===== src/rtl/mux16b16_pkg.sv =====
// Shared width and select encodings for the 16-way registered selector.
package mux16b16_pkg;

  localparam int WIDTH = 16;

  localparam logic [3:0] SEL_A = 4'h0;
  localparam logic [3:0] SEL_B = 4'h1;
  localparam logic [3:0] SEL_C = 4'h2;
  localparam logic [3:0] SEL_D = 4'h3;
  localparam logic [3:0] SEL_E = 4'h4;
  localparam logic [3:0] SEL_F = 4'h5;
  localparam logic [3:0] SEL_G = 4'h6;
  localparam logic [3:0] SEL_H = 4'h7;
  localparam logic [3:0] SEL_I = 4'h8;
  localparam logic [3:0] SEL_J = 4'h9;
  localparam logic [3:0] SEL_K = 4'hA;
  localparam logic [3:0] SEL_L = 4'hB;
  localparam logic [3:0] SEL_M = 4'hC;
  localparam logic [3:0] SEL_N = 4'hD;
  localparam logic [3:0] SEL_O = 4'hE;
  localparam logic [3:0] SEL_P = 4'hF;

endpackage


===== src/rtl/mux16b16_mux4_w.sv =====
// Combinational W-bit 4:1 selector used as a building block of the 16:1 tree.
module mux4_w #(
  parameter int W = 16
) (
  input  logic [W-1:0] a,
  input  logic [W-1:0] b,
  input  logic [W-1:0] c,
  input  logic [W-1:0] d,
  input  logic [1:0]   sel,
  output logic [W-1:0] y
);

  always_comb begin
    y = a;
    unique case (sel)
      2'd0: y = a;
      2'd1: y = b;
      2'd2: y = c;
      2'd3: y = d;
    endcase
  end

endmodule


===== src/rtl/mux16b16.sv =====
// 16-way, 16-bit selector: two-level 4:1 mux tree feeding a single output register.
module mux16b16
  import mux16b16_pkg::*;
(
  input  logic             CLK,
  input  logic             RST,
  input  logic [WIDTH-1:0] A,
  input  logic [WIDTH-1:0] B,
  input  logic [WIDTH-1:0] C,
  input  logic [WIDTH-1:0] D,
  input  logic [WIDTH-1:0] E,
  input  logic [WIDTH-1:0] F,
  input  logic [WIDTH-1:0] G,
  input  logic [WIDTH-1:0] H,
  input  logic [WIDTH-1:0] I,
  input  logic [WIDTH-1:0] J,
  input  logic [WIDTH-1:0] K,
  input  logic [WIDTH-1:0] L,
  input  logic [WIDTH-1:0] M,
  input  logic [WIDTH-1:0] N,
  input  logic [WIDTH-1:0] O,
  input  logic [WIDTH-1:0] P,
  input  logic [3:0]       S,
  output logic [WIDTH-1:0] Result
);

  logic [WIDTH-1:0] grp_ad;
  logic [WIDTH-1:0] grp_eh;
  logic [WIDTH-1:0] grp_il;
  logic [WIDTH-1:0] grp_mp;
  logic [WIDTH-1:0] sel_out;

  // Low select bits pick within each group of four, high bits pick the group.
  mux4_w #(.W(WIDTH)) u_mux_ad (.a(A), .b(B), .c(C), .d(D), .sel(S[1:0]), .y(grp_ad));
  mux4_w #(.W(WIDTH)) u_mux_eh (.a(E), .b(F), .c(G), .d(H), .sel(S[1:0]), .y(grp_eh));
  mux4_w #(.W(WIDTH)) u_mux_il (.a(I), .b(J), .c(K), .d(L), .sel(S[1:0]), .y(grp_il));
  mux4_w #(.W(WIDTH)) u_mux_mp (.a(M), .b(N), .c(O), .d(P), .sel(S[1:0]), .y(grp_mp));

  mux4_w #(.W(WIDTH)) u_mux_top (
    .a  (grp_ad),
    .b  (grp_eh),
    .c  (grp_il),
    .d  (grp_mp),
    .sel(S[3:2]),
    .y  (sel_out)
  );

  always_ff @(posedge CLK) begin
    if (RST) Result <= '0;
    else     Result <= sel_out;
  end

endmodule


===== config.mk =====
export PLATFORM = sky130hd
export DESIGN_NAME = mux16b16
export DESIGN_NICKNAME = d
export VERILOG_FILES = /design/src/rtl/mux16b16_pkg.sv /design/src/rtl/mux16b16_mux4_w.sv /design/src/rtl/mux16b16.sv
export SDC_FILE = /design/constraint.sdc
export NUM_CORES = 1
export LEC_CHECK = 0
export CORE_AREA = 4 4 106 108
export DETAILED_ROUTE_END_ITERATION = 16
export DIE_AREA = 0 0 110 112
export PLACE_DENSITY_LB_ADDON = 0.05
export SLEW_MARGIN = 0
export SYNTH_ARGS = -nofsm -noshare
export SYNTH_HDL_FRONTEND = slang
export SYNTH_SLANG_ARGS = --single-unit

===== constraint.sdc =====
create_clock -name CLK -period 1.3 [get_ports CLK]
set_input_delay 0.195 -clock CLK [delete_from_list [all_inputs] [get_ports CLK]]
set_output_delay 0.195 -clock CLK [all_outputs]
set_load 0.05 [all_outputs]

==> impl_metrics.env <==
export IMPL_cp_end_kind="flip-flop"
export IMPL_slew_violations=0
export IMPL_ant_nets=0
export IMPL_fp_dieW_um=110
export IMPL_synth_top_family_by_area="multiplexers"
export IMPL_synthSimpleGateAreaFrac_pct=5.509
export IMPL_required_ps=1440
export IMPL_syn_avg_cell_area_um2=15.29
export IMPL_syn_to_final_growth_pct=134.6
export IMPL_setup_worst_path_end="Result[15]$_SDFF_PP0_"
export IMPL_core_region_area_mm2=0.01023
export IMPL_cts_max_level=1
export IMPL_wl_per_cell_um=21.10
export IMPL_min_period_ps=1266
export IMPL_antenna_found_initial=0
export IMPL_max_freq_mhz=790.1
export IMPL_ys_seq_area_share_pct=13.43
export IMPL_io_pins=278
export IMPL_drc_errors=0
export IMPL_layout_common_cells="clkdlybuf4s50_1, mux4_2, a22oi_1"
export IMPL_multiInputGateArea_mm2=0.001871
export IMPL_critical_path_max_fanout=1
export IMPL_worstHoldPathCells=2
export IMPL_final_setup_tns_ps=0
export IMPL_slowest_delay_ps=480
export IMPL_power_w=0.002937
export IMPL_finalHoldViolCount=0
export IMPL_rsz0062_at_grt="no"
export IMPL_track_usage_pct=18.35
export IMPL_outcome="finished clean"
export IMPL_first_pass_iters=4
export IMPL_hold_path_class="in -> reg"
export IMPL_synth_compound_area_share_pct=9.916
export IMPL_largest_register_ffs=16
export IMPL_ys_seq_elements=16
export IMPL_regArea_um2=320.3
export IMPL_dpl_cell_area_mm2=0.005472
export IMPL_hpwl_mm=10.72
export IMPL_synthMuxAreaShare_pct=62.59
export IMPL_gr_total_overflow=0
export IMPL_peakVddDrop_uv=373.1
export IMPL_worst_pin_slew_ps=369.8
export IMPL_placementRows=37
export IMPL_synthAdderAreaFrac_pct=0
export IMPL_largest_register="Result"
export IMPL_clockBufferDepth=2
export IMPL_io_buffers=277
export IMPL_synthesis_area_mm2=0.002385
export IMPL_final_period_utilization_pct=97.36
export IMPL_die_h_um=112
export IMPL_crit_arrival_ps=1400
export IMPL_drive_gt1_share_pct=23.04
export IMPL_final_setup_viol_count=0
export IMPL_cts_made_buffers=3
export IMPL_first_iter_violations=94
export IMPL_routed_via_density=4.877
export IMPL_synth_fp_nets=418
export IMPL_fin_area_mm2=0.005594
export IMPL_path_class="in -> reg"
export IMPL_cts_tree="done"
export IMPL_power_density_mw_per_mm2=525.1
export IMPL_dp_cells=563
export IMPL_synthCells=156
export IMPL_worstPathCellList="clkdlybuf4s50_1 -> mux4_2 -> a22oi_1 -> nand2_1"
export IMPL_crit_slowest_cell="mux4_2"
export IMPL_path_clk_slew_ps=70
export IMPL_ys_types=24
export IMPL_wl_mm=12.03
export IMPL_hold_ws_ps=486.7
export IMPL_grt_pass1_vias=3222
export IMPL_die_area_mm2=0.01232
export IMPL_cap_viol_max_count=0
export IMPL_num_nets_final=697
export IMPL_maxSlewHeadroom_pct=75.35
export IMPL_reg_top3="Result: 16 flops"
export IMPL_leakagePower_nw=2.060
export IMPL_start_util_pct=23.31
export IMPL_final_common_cell="clkdlybuf4s50_1"
export IMPL_grt_max_degree=34
export IMPL_grt_first_pass_wirelength_mm=17.19
export IMPL_fill_cells=889
export IMPL_diodes=0
export IMPL_vias=2780
export IMPL_cp_start_kind="input pin"
export IMPL_synth_warnings=0
export IMPL_gp_congestion=0.8158
export IMPL_synth_xor_area_share_pct=0
export IMPL_cts_sinks=16
export IMPL_critPathLaunch="N[15]"
export IMPL_final_cells=570
export IMPL_cts_root_buf="clkbuf_8"
worst min path at each step:
stage	startpoint	endpoint	slack, ps
floorplan	RST	Result[1]$_SDFF_PP0_	270
CTS	S[3]	Result[3]$_SDFF_PP0_	490
finish	S[3]	Result[3]$_SDFF_PP0_	490
global route	S[3]	Result[3]$_SDFF_PP0_	510
global placement	Result[11]$_SDFF_PP0_	Result[11]	640
detailed placement	Result[6]$_SDFF_PP0_	Result[6]	650
power by group:
part / total, W / internal (W) / switching [W]
clock: 0.000443 / 0.000269 / 0.000175
combinational: 0.00190 / 0.00129 / 0.000609
sequential: 0.000590 / 0.000546 / 0.0000443
total: 0.00294 / 0.00211 / 0.000828
kinds of logic after synthesis:
family,Yosys count
muxes,65
AOI/OAI and AO/OA,31
and+or+nand+nor,23
buffers and inverters,21
DFF,16
area by class of cell:
class / count / share of cell area, %
tap: 136 / 3.042
multi-input combinational: 119 / 33.44
clock buffer: 4 / 0.9841
timing repair buffer: 295 / 56.81
sequential: 16 / 5.726
synth_stat cells (all sizes together):
cell type | number | area, um^2
dfxtp | 16 | 320.3
nand2 | 15 | 56.30
nor4 | 1 | 6.260
nand2b | 1 | 6.260
buf | 19 | 186.4
nor3b | 3 | 38.79
and3b | 1 | 8.760
mux4 | 64 | 1483
o31ai | 1 | 7.510
a22oi | 29 | 222.7
clkbuf | 2 | 17.51
o22ai | 1 | 6.260
nor3 | 2 | 15.01
mux2i | 1 | 10.01
through the flow:
step / setup slack (ps) / util [%]
after floorplan: -5.425 / -
after global placement: -507.3 / 53.48
after detailed placement: -621.4 / 53.48
after CTS: 28.05 / 54.71
after global routing: 7.596 / 54.68
final: 34.26 / 54.68
worst max-delay path: cells and delay by family:
kind	cells	cell delay [ps]
mux	1	480
buf+inv	1	410
simple gates	1	80
compound gates	1	230
layer usage:
metal  part of all wire, %  GRT usage [%]  up-vias  routed length [um]
li1                      -              -     1279                   -
met1                    30          17.50     1343                3548
met2                    58          37.30      148                6934
met3                    12          6.609       10                1445
met4                  0.81          1.829        0                  97
met5                     0              0        -                   0
timing repair:
| action | 4_1_cts | 5_1_grt |
|---|---|---|
| buffers inserted | 3 | 0 |
| pin swaps | 3 | 0 |
| hold buffers | 0 | 0 |
| endpoints found under the setup margin | 15 | 1 |
| gates resized for setup | 5 | 1 |
Note: power is estimated with default switching activity, not from simulation.
